[config.mk]
export PLATFORM = sky130hd
export DESIGN_NAME = mmio_io_port_flat
export DESIGN_NICKNAME = d
export VERILOG_FILES = /design/src/rtl/mmio_pkg.sv /design/src/rtl/mmio_io_port_if.sv /design/src/rtl/io_fifo.sv /design/src/rtl/mmio_io_port.sv /design/src/flat_wrapper.sv
export SDC_FILE = /design/constraint.sdc
export NUM_CORES = 1
export LEC_CHECK = 0
export ABC_AREA = 1
export CORE_MARGIN = 2
export CORE_UTILIZATION = 50
export DETAILED_ROUTE_END_ITERATION = 10
export GPL_ROUTABILITY_DRIVEN = 0
export HOLD_SLACK_MARGIN = 0.05
export PLACE_DENSITY = 0.76
export SKIP_LAST_GASP = 1
export SLEW_MARGIN = 40
export SYNTH_ARGS = -nofsm -noshare
export SYNTH_HDL_FRONTEND = slang
export SYNTH_SLANG_ARGS = --single-unit
export TNS_END_PERCENT = 10
[constraint.sdc]
create_clock -name CLK -period 5.45 [get_ports CLK]
set_input_delay 0.8175 -clock CLK [delete_from_list [all_inputs] [get_ports CLK]]
set_output_delay 0.8175 -clock CLK [all_outputs]
set_load 0.005 [all_outputs]
[src/rtl/mmio_pkg.sv]
// Shared constants and the status-word packing helper for the MMIO I/O port.
package mmio_pkg;

  // Default addresses of the three reserved data-memory locations.
  localparam logic [15:0] IN_ADDR   = 16'hFFF0;
  localparam logic [15:0] STAT_ADDR = 16'hFFF2;
  localparam logic [15:0] OUT_ADDR  = 16'hFFF4;

  // Bit positions inside the status word.
  localparam int ST_RXNE    = 0;
  localparam int ST_TXFULL  = 1;
  localparam int ST_RXOVF   = 2;
  localparam int ST_TXDROP  = 3;
  localparam int ST_CNT_LSB = 8;

  // Build the status word; every bit not named here reads as zero.
  function automatic logic [15:0] pack_status(input logic       rx_nonempty,
                                              input logic       tx_full,
                                              input logic       rx_ovf,
                                              input logic       tx_drop,
                                              input logic [7:0] rx_count);
    logic [15:0] s;
    s                    = 16'h0000;
    s[ST_RXNE]           = rx_nonempty;
    s[ST_TXFULL]         = tx_full;
    s[ST_RXOVF]          = rx_ovf;
    s[ST_TXDROP]         = tx_drop;
    s[ST_CNT_LSB +: 8]   = rx_count;
    return s;
  endfunction

endpackage

[src/rtl/mmio_io_port_if.sv]
// Processor data-bus and host valid/ready signals of the MMIO I/O port.
interface mmio_io_port_if;

  logic [15:0] bus_addr;
  logic [15:0] bus_wdata;
  logic        bus_we;
  logic        bus_re;
  logic        bus_hit;
  logic [15:0] bus_rdata;
  logic [15:0] host_in_data;
  logic        host_in_valid;
  logic        host_in_ready;
  logic [15:0] host_out_data;
  logic        host_out_valid;
  logic        host_out_ready;
  logic [15:0] main_output;

  // Side that drives the processor bus and the host.
  modport master (
    output bus_addr, bus_wdata, bus_we, bus_re,
    output host_in_data, host_in_valid, host_out_ready,
    input  bus_hit, bus_rdata, host_in_ready,
    input  host_out_data, host_out_valid, main_output
  );

  // The I/O port itself.
  modport slave (
    input  bus_addr, bus_wdata, bus_we, bus_re,
    input  host_in_data, host_in_valid, host_out_ready,
    output bus_hit, bus_rdata, host_in_ready,
    output host_out_data, host_out_valid, main_output
  );

endinterface

[src/rtl/io_fifo.sv]
// Synchronous circular FIFO with a registered occupancy count.
// Push into a full FIFO and pop from an empty FIFO are ignored.
module io_fifo #(
  parameter int DEPTH = 4,
  parameter int WIDTH = 16
) (
  input  logic                       CLK,
  input  logic                       Reset,
  input  logic                       push,
  input  logic                       pop,
  input  logic [WIDTH-1:0]           din,
  output logic [WIDTH-1:0]           dout,
  output logic                       full,
  output logic                       empty,
  output logic [$clog2(DEPTH):0]     count
);

  localparam int AW = $clog2(DEPTH);
  localparam int CW = AW + 1;
  localparam logic [AW-1:0] PTR_ONE = AW'(1);
  localparam logic [CW-1:0] CNT_ONE = CW'(1);
  localparam logic [CW-1:0] CNT_MAX = CW'(DEPTH);

  logic [WIDTH-1:0] mem_q [DEPTH];
  logic [WIDTH-1:0] mem_d [DEPTH];
  logic [AW-1:0]    wr_ptr_q, wr_ptr_d;
  logic [AW-1:0]    rd_ptr_q, rd_ptr_d;
  logic [CW-1:0]    count_q, count_d;
  logic             do_push_s, do_pop_s;

  assign full  = (count_q == CNT_MAX);
  assign empty = (count_q == {CW{1'b0}});
  assign count = count_q;
  assign dout  = mem_q[rd_ptr_q];

  assign do_push_s = push && !full;
  assign do_pop_s  = pop && !empty;

  // Next storage, pointers (wrapping modulo DEPTH) and count.
  always_comb begin
    mem_d    = mem_q;
    wr_ptr_d = wr_ptr_q;
    rd_ptr_d = rd_ptr_q;
    count_d  = count_q;
    if (do_push_s) begin
      mem_d[wr_ptr_q] = din;
      wr_ptr_d        = wr_ptr_q + PTR_ONE;
    end else begin
      wr_ptr_d = wr_ptr_q;
    end
    if (do_pop_s) begin
      rd_ptr_d = rd_ptr_q + PTR_ONE;
    end else begin
      rd_ptr_d = rd_ptr_q;
    end
    case ({do_push_s, do_pop_s})
      2'b10:   count_d = count_q + CNT_ONE;
      2'b01:   count_d = count_q - CNT_ONE;
      default: count_d = count_q;
    endcase
  end

  // FIFO state register; reset empties the FIFO and clears storage.
  always_ff @(posedge CLK or posedge Reset) begin
    if (Reset) begin
      for (int i = 0; i < DEPTH; i++) begin
        mem_q[i] <= {WIDTH{1'b0}};
      end
      wr_ptr_q <= {AW{1'b0}};
      rd_ptr_q <= {AW{1'b0}};
      count_q  <= {CW{1'b0}};
    end else begin
      mem_q    <= mem_d;
      wr_ptr_q <= wr_ptr_d;
      rd_ptr_q <= rd_ptr_d;
      count_q  <= count_d;
    end
  end

endmodule

[src/rtl/mmio_io_port.sv]
// Memory-mapped I/O responder: decodes three reserved data addresses,
// moves words between the processor and the host through RX/TX FIFOs,
// keeps sticky overflow/drop flags and mirrors the last OUT_ADDR store.
module mmio_io_port
  import mmio_pkg::*;
#(
  parameter int          DEPTH     = 4,
  parameter logic [15:0] IN_ADDR   = mmio_pkg::IN_ADDR,
  parameter logic [15:0] STAT_ADDR = mmio_pkg::STAT_ADDR,
  parameter logic [15:0] OUT_ADDR  = mmio_pkg::OUT_ADDR
) (
  input logic           CLK,
  input logic           Reset,
  mmio_io_port_if.slave io
);

  localparam int CW = $clog2(DEPTH) + 1;
  localparam logic [CW-1:0] CNT_MAX = CW'(DEPTH);

  logic          in_hit_s, stat_hit_s, out_hit_s;
  logic          load_s, out_store_s, stat_store_s;
  logic          rx_push_s, rx_pop_s, rx_full_s, rx_empty_s;
  logic          tx_push_s, tx_pop_s, tx_full_s, tx_empty_s, tx_room_s;
  logic [15:0]   rx_dout_s, tx_dout_s;
  logic [CW-1:0] rx_count_s, tx_count_s;
  logic          rx_ovf_set_s, rx_ovf_clr_s, tx_drop_set_s, tx_drop_clr_s;

  logic [15:0]   rdata_q, rdata_d;
  logic [15:0]   main_q, main_d;
  logic          rx_ovf_q, rx_ovf_d;
  logic          tx_drop_q, tx_drop_d;

  assign in_hit_s   = (io.bus_addr == IN_ADDR);
  assign stat_hit_s = (io.bus_addr == STAT_ADDR);
  assign out_hit_s  = (io.bus_addr == OUT_ADDR);

  // A store and a load in the same cycle: the store wins, the load is void.
  assign load_s       = io.bus_re && !io.bus_we;
  assign out_store_s  = io.bus_we && out_hit_s;
  assign stat_store_s = io.bus_we && stat_hit_s;

  // TX acceptance judged on the start-of-cycle count, so a same-cycle host
  // pop never rescues a store into a full FIFO.
  assign tx_room_s = (tx_count_s != CNT_MAX);

  assign rx_push_s = io.host_in_valid && !rx_full_s;
  assign rx_pop_s  = load_s && in_hit_s && !rx_empty_s;
  assign tx_push_s = out_store_s && tx_room_s;
  assign tx_pop_s  = io.host_out_ready && !tx_empty_s;

  assign rx_ovf_set_s  = io.host_in_valid && rx_full_s;
  assign rx_ovf_clr_s  = stat_store_s && io.bus_wdata[ST_RXOVF];
  assign tx_drop_set_s = out_store_s && !tx_room_s;
  assign tx_drop_clr_s = stat_store_s && io.bus_wdata[ST_TXDROP];

  assign io.bus_hit        = in_hit_s || stat_hit_s || out_hit_s;
  assign io.bus_rdata      = rdata_q;
  assign io.host_in_ready  = !rx_full_s;
  assign io.host_out_data  = tx_dout_s;
  assign io.host_out_valid = !tx_empty_s;
  assign io.main_output    = main_q;

  io_fifo #(.DEPTH(DEPTH), .WIDTH(16)) u_rx_fifo (
    .CLK   (CLK),
    .Reset (Reset),
    .push  (rx_push_s),
    .pop   (rx_pop_s),
    .din   (io.host_in_data),
    .dout  (rx_dout_s),
    .full  (rx_full_s),
    .empty (rx_empty_s),
    .count (rx_count_s)
  );

  io_fifo #(.DEPTH(DEPTH), .WIDTH(16)) u_tx_fifo (
    .CLK   (CLK),
    .Reset (Reset),
    .push  (tx_push_s),
    .pop   (tx_pop_s),
    .din   (io.bus_wdata),
    .dout  (tx_dout_s),
    .full  (tx_full_s),
    .empty (tx_empty_s),
    .count (tx_count_s)
  );

  // Sticky flags: a set in the same cycle as a clear takes priority.
  always_comb begin
    rx_ovf_d  = rx_ovf_q;
    tx_drop_d = tx_drop_q;
    if (rx_ovf_set_s) begin
      rx_ovf_d = 1'b1;
    end else if (rx_ovf_clr_s) begin
      rx_ovf_d = 1'b0;
    end else begin
      rx_ovf_d = rx_ovf_q;
    end
    if (tx_drop_set_s) begin
      tx_drop_d = 1'b1;
    end else if (tx_drop_clr_s) begin
      tx_drop_d = 1'b0;
    end else begin
      tx_drop_d = tx_drop_q;
    end
  end

  // Load data: captured on a load cycle, held otherwise.
  always_comb begin
    rdata_d = rdata_q;
    if (io.bus_re && io.bus_we) begin
      rdata_d = 16'h0000;
    end else if (io.bus_re) begin
      if (in_hit_s) begin
        rdata_d = rx_empty_s ? 16'h0000 : rx_dout_s;
      end else if (stat_hit_s) begin
        rdata_d = pack_status(!rx_empty_s, tx_full_s, rx_ovf_q, tx_drop_q,
                              8'(rx_count_s));
      end else begin
        rdata_d = 16'h0000;
      end
    end else begin
      rdata_d = rdata_q;
    end
  end

  // Output mirror follows every OUT_ADDR store, even a dropped one.
  always_comb begin
    main_d = main_q;
    if (out_store_s) begin
      main_d = io.bus_wdata;
    end else begin
      main_d = main_q;
    end
  end

  // Registered load data, output mirror and sticky flags.
  always_ff @(posedge CLK or posedge Reset) begin
    if (Reset) begin
      rdata_q   <= 16'h0000;
      main_q    <= 16'h0000;
      rx_ovf_q  <= 1'b0;
      tx_drop_q <= 1'b0;
    end else begin
      rdata_q   <= rdata_d;
      main_q    <= main_d;
      rx_ovf_q  <= rx_ovf_d;
      tx_drop_q <= tx_drop_d;
    end
  end

endmodule

[src/flat_wrapper.sv]
// flat-port wrapper written by rule: the top's interface ports become plain ports
module mmio_io_port_flat import mmio_pkg::*;
#(
  parameter int          DEPTH     = 4,
  parameter logic [15:0] IN_ADDR   = mmio_pkg::IN_ADDR,
  parameter logic [15:0] STAT_ADDR = mmio_pkg::STAT_ADDR,
  parameter logic [15:0] OUT_ADDR  = mmio_pkg::OUT_ADDR
)
  (CLK, Reset, io_bus_addr, io_bus_wdata, io_bus_we, io_bus_re, io_host_in_data, io_host_in_valid, io_host_out_ready, io_bus_hit, io_bus_rdata, io_host_in_ready, io_host_out_data, io_host_out_valid, io_main_output);
  mmio_io_port_if io_i ();
  input logic CLK;
  input logic Reset;
  input wire logic [$bits(io_i.bus_addr)-1:0] io_bus_addr;
  input wire logic [$bits(io_i.bus_wdata)-1:0] io_bus_wdata;
  input wire logic [$bits(io_i.bus_we)-1:0] io_bus_we;
  input wire logic [$bits(io_i.bus_re)-1:0] io_bus_re;
  input wire logic [$bits(io_i.host_in_data)-1:0] io_host_in_data;
  input wire logic [$bits(io_i.host_in_valid)-1:0] io_host_in_valid;
  input wire logic [$bits(io_i.host_out_ready)-1:0] io_host_out_ready;
  output wire logic [$bits(io_i.bus_hit)-1:0] io_bus_hit;
  output wire logic [$bits(io_i.bus_rdata)-1:0] io_bus_rdata;
  output wire logic [$bits(io_i.host_in_ready)-1:0] io_host_in_ready;
  output wire logic [$bits(io_i.host_out_data)-1:0] io_host_out_data;
  output wire logic [$bits(io_i.host_out_valid)-1:0] io_host_out_valid;
  output wire logic [$bits(io_i.main_output)-1:0] io_main_output;
  assign io_i.bus_addr = io_bus_addr;
  assign io_i.bus_wdata = io_bus_wdata;
  assign io_i.bus_we = io_bus_we;
  assign io_i.bus_re = io_bus_re;
  assign io_i.host_in_data = io_host_in_data;
  assign io_i.host_in_valid = io_host_in_valid;
  assign io_i.host_out_ready = io_host_out_ready;
  assign io_bus_hit = io_i.bus_hit;
  assign io_bus_rdata = io_i.bus_rdata;
  assign io_host_in_ready = io_i.host_in_ready;
  assign io_host_out_data = io_i.host_out_data;
  assign io_host_out_valid = io_i.host_out_valid;
  assign io_main_output = io_i.main_output;
  mmio_io_port #(.DEPTH(DEPTH), .IN_ADDR(IN_ADDR), .STAT_ADDR(STAT_ADDR), .OUT_ADDR(OUT_ADDR)) u_core (.CLK(CLK), .Reset(Reset), .io(io_i));
endmodule
==> summary.txt <==
Run status
  – Status: completed

STA
  – RSZ-0062 raised after global routing: false
  – Setup tns final: 0 ns
  – Final Hold Viols: 0
  – Final Max Slew Viols: 0
  – Final Worst Setup Slack: 1.782 ns
  – Fmax: 272.6 MHz
  – Slew headroom: 0.4514
  – Setup violations, final: 0
  – Min Tclk post-route: 3.668 ns
  – Setup Skew: 0.008547 ns
  – Least-Margin Pin Slew: 0.8229 ns
  – Final cycle utilization of the critical path: 0.6731

Route
  – Avg WL per Cell: 16.62 um
  – 1st-pass router iterations: 5
  – Final wirelength: 21310 um
  – DR vias/cell: 5.589
  – Post-route DRC violation count: 0
  – Post-route ant nets: 0
  – Vias post-DR: 7165
  – DRT iter0 DRCs: 719

Yosys
  – Warnings, synthesis: 0
  – Sequential area share after synthesis: 0.5367
  – Mapped Area: 8205 um^2
  – Flops & latches, synth: 176
  – Syn avg cell area: 8.356 um^2
  – Gate Count Post-Synth: 982
  – Post-synthesis net count: 1048
  – Post-synth cell types: 27

CTS
  – Clock buffer depth: 2
  – CTS tree: done
  – CTS H-tree lvls: 4
  – CTS buffer count: 17
  – Hold_buf cts: 0
  – Clock tree sinks: 176
  – Setup bufs post-CTS: 0
  – Clock Latency Late Sink: 0.43 ns
  – CTS root buf: clkbuf_16
  – Clock slew at reported path FFs: 0.07 ns
  – Gates resized, CTS repair: 0

Layout
  – Fill cell count: 1393
  – Layout net count: 1119
  – Area of the multi-input gates: 3321 um^2
  – Most frequent cells in the layout: nand2_1, dfrtp_1, o21ai_0, clkdlybuf4s50_1, nand4_1
  – Share of cells above drive strength 1: 0.06098
  – Storage cell area: 4405 um^2
  – Commonest non-fill, non-tap cell in the layout: nand2_1
  – # diodes: 0
  – Synth-to-layout area growth: 20.49%

Placement
  – Place WS: 1.806 ns
  – Post-DP HPWL: 13120 um
  – Number of I/O port buffers: 104

Setup path
  – Critical-path top delay cell: clkdlybuf4s50_1
  – WP data required: 4.63 ns
  – WS Path Type: primary input to output port
  – CP Capture Type: output port
  – Critical Path AT: 2.85 ns
  – Top delay family on crit path: buffers and inverters
  – Worst path cell trace: clkdlybuf4s50_1 -> nand2_1 -> nor2_2 -> nand2_2 -> clkinv_1 -> nand2_2 -> nand2_1 -> or2_2 -> clkdlybuf4s50_1
  – Reg2reg setup slack: 3.07 ns
  – CP Launch Type: primary input
  – Crit path largest cell delay: 0.45 ns
  – Max FO, Critical Path: 10
  – CP Buf/Inv Count: 3

Global routing
  – Antenna violations before repair: 0
  – Remaining Overflow, GRT: 0
  – First-pass GRT wire length: 35770 um
  – GRT Total Usage: 0.2540
  – Largest net degree at the start of global routing: 93
  – Vias in the first global route: 6958

Die
  – Die width: 132.1 um
  – Io pins: 105
  – Core Box Area: 15940 um^2
  – Die Area: 17450 um^2
  – Cell row count: 46
  – Die Y: 132.1 um
  – Initial core utilization: 0.5147

Power and ir drop
  – VDD IR max: 0.0002529 V
  – Pleak: 0.004884 uW
  – PD cells: 413.0 nW/um^2

Hold path
  – Hold WC Path Type: register to register

Flow run
  – Maxcap violations: 0
[power breakdown]
group / switching [uW] / leakage, uW / internal [uW] / total, uW
Sequential: 168 / 0.00234 / 1570 / 1730
Clock: 574 / 0.000282 / 609 / 1180
Combinational: 687 / 0.00227 / 480 / 1170
Total: 1430 / 0.00488 / 2650 / 4080
[sequential cells by signal, summed over array words and instances (netlist names)]
register                   flops
u_core.io.bus_rdata           16
u_core.io.main_output         16
u_core.rx_ovf_q                1
u_core.tx_drop_q               1
u_core.u_rx_fifo.count         3
u_core.u_rx_fifo.mem_q        64
u_core.u_rx_fifo.rd_ptr_q      2
u_core.u_rx_fifo.wr_ptr_q      2
u_core.u_tx_fifo.count         3
u_core.u_tx_fifo.mem_q        64
u_core.u_tx_fifo.rd_ptr_q      2
u_core.u_tx_fifo.wr_ptr_q      2
[layout make-up]
type / instances / area share
sequential: 176 / 0.4456
multi-input combinational: 699 / 0.3359
timing repair buffer: 112 / 0.1150
clock buffer: 17 / 0.04303
tap: 216 / 0.02733
inverter: 47 / 0.01822
clock inverter: 15 / 0.01493
[final timing paths]
| check | start | to | depth (start not counted) |
|---|---|---|---|
| max | io_bus_addr[9] | io_bus_hit | 9 |
| min | u_core.tx_drop_q | u_core.tx_drop_q | 2 |
| max reg2reg | u_core.u_tx_fifo.wr_ptr_q[1] | u_core.u_tx_fifo.mem_q[47] | 5 |
| min reg2reg | u_core.tx_drop_q | u_core.tx_drop_q | 2 |
| max in group asynchronous | Reset | u_core.io.main_output[12] | 4 |
| min in group asynchronous | Reset | u_core.io.bus_rdata[2] | 3 |
[synthesized netlist by cell type]
| master | number | area share |
|---|---|---|
| buf_2 | 28 | 0.017 |
| nand2_1 | 344 | 0.16 |
| or2_2 | 1 | 0.00076 |
| clkbuf_2 | 1 | 0.00061 |
| nand2_2 | 4 | 0.0030 |
| o22ai_1 | 16 | 0.012 |
| nor2_1 | 62 | 0.028 |
| nand3_1 | 34 | 0.021 |
| nor2_2 | 3 | 0.0023 |
| dfrtp_1 | 176 | 0.54 |
| xor2_1 | 4 | 0.0043 |
| a21oi_1 | 2 | 0.0012 |
| nand4_1 | 70 | 0.053 |
| fa_1 | 2 | 0.0049 |
| nor2_4 | 3 | 0.0041 |
| buf_1 | 1 | 0.00046 |
| inv_1 | 43 | 0.020 |
| clkinv_1 | 1 | 0.00046 |
| o21ai_0 | 130 | 0.079 |
| xnor2_1 | 3 | 0.0032 |
| nor3_4 | 1 | 0.0020 |
| clkbuf_1 | 22 | 0.010 |
| nor3_1 | 1 | 0.00061 |
| ha_1 | 10 | 0.015 |
| o22a_1 | 9 | 0.0096 |
| buf_6 | 8 | 0.011 |
| inv_2 | 3 | 0.0014 |
[logic make-up (layout without fill, tap and decap cells)]
family	after synthesis	count (layout)	share of synthesized area
simple gates	523	523	0.2726
flops	176	176	0.5367
compound gates	157	157	0.1023
buf+inv	107	191	0.06069
fa+ha+maj	12	12	0.02013
xor+xnor	7	7	0.007472
[metal layers]
metal / track usage / wire [um] / vias up / share of wire
li1: - / - / 3386 / -
met1: 0.3605 / 9433 / 3470 / 0.44
met2: 0.3947 / 9943 / 279 / 0.47
met3: 0.05344 / 1578 / 30 / 0.074
met4: 0.07790 / 357 / 0 / 0.017
met5: 0 / 0 / - / 0
[worst register-to-register path, delay by kind of cell, from the launching register on]
family / cells / cell delay [ns]
simple gates: 3 / 1.13
fa+ha+maj: 1 / 0.63
flops: 1 / 0.42
buf+inv: 1 / 0.09
[metrics by stage]
step | utilization | instances | total power (uW) | instance area [um^2] | hold WS, ns
after floorplan | - | 982 | 2457 | 8209 | 0.4425
after global placement | 0.5800 | 1246 | 2864 | 9246 | 0.4578
after detailed placement | 0.5836 | 1249 | 2908 | 9304 | 0.4609
after CTS | 0.6195 | 1281 | 4097 | 9877 | 0.4790
after global routing | 0.6202 | 1282 | 4339 | 9887 | 0.4901
final | 0.6202 | 1282 | 4083 | 9887 | 0.4799
(Power assumes the default switching activity.)
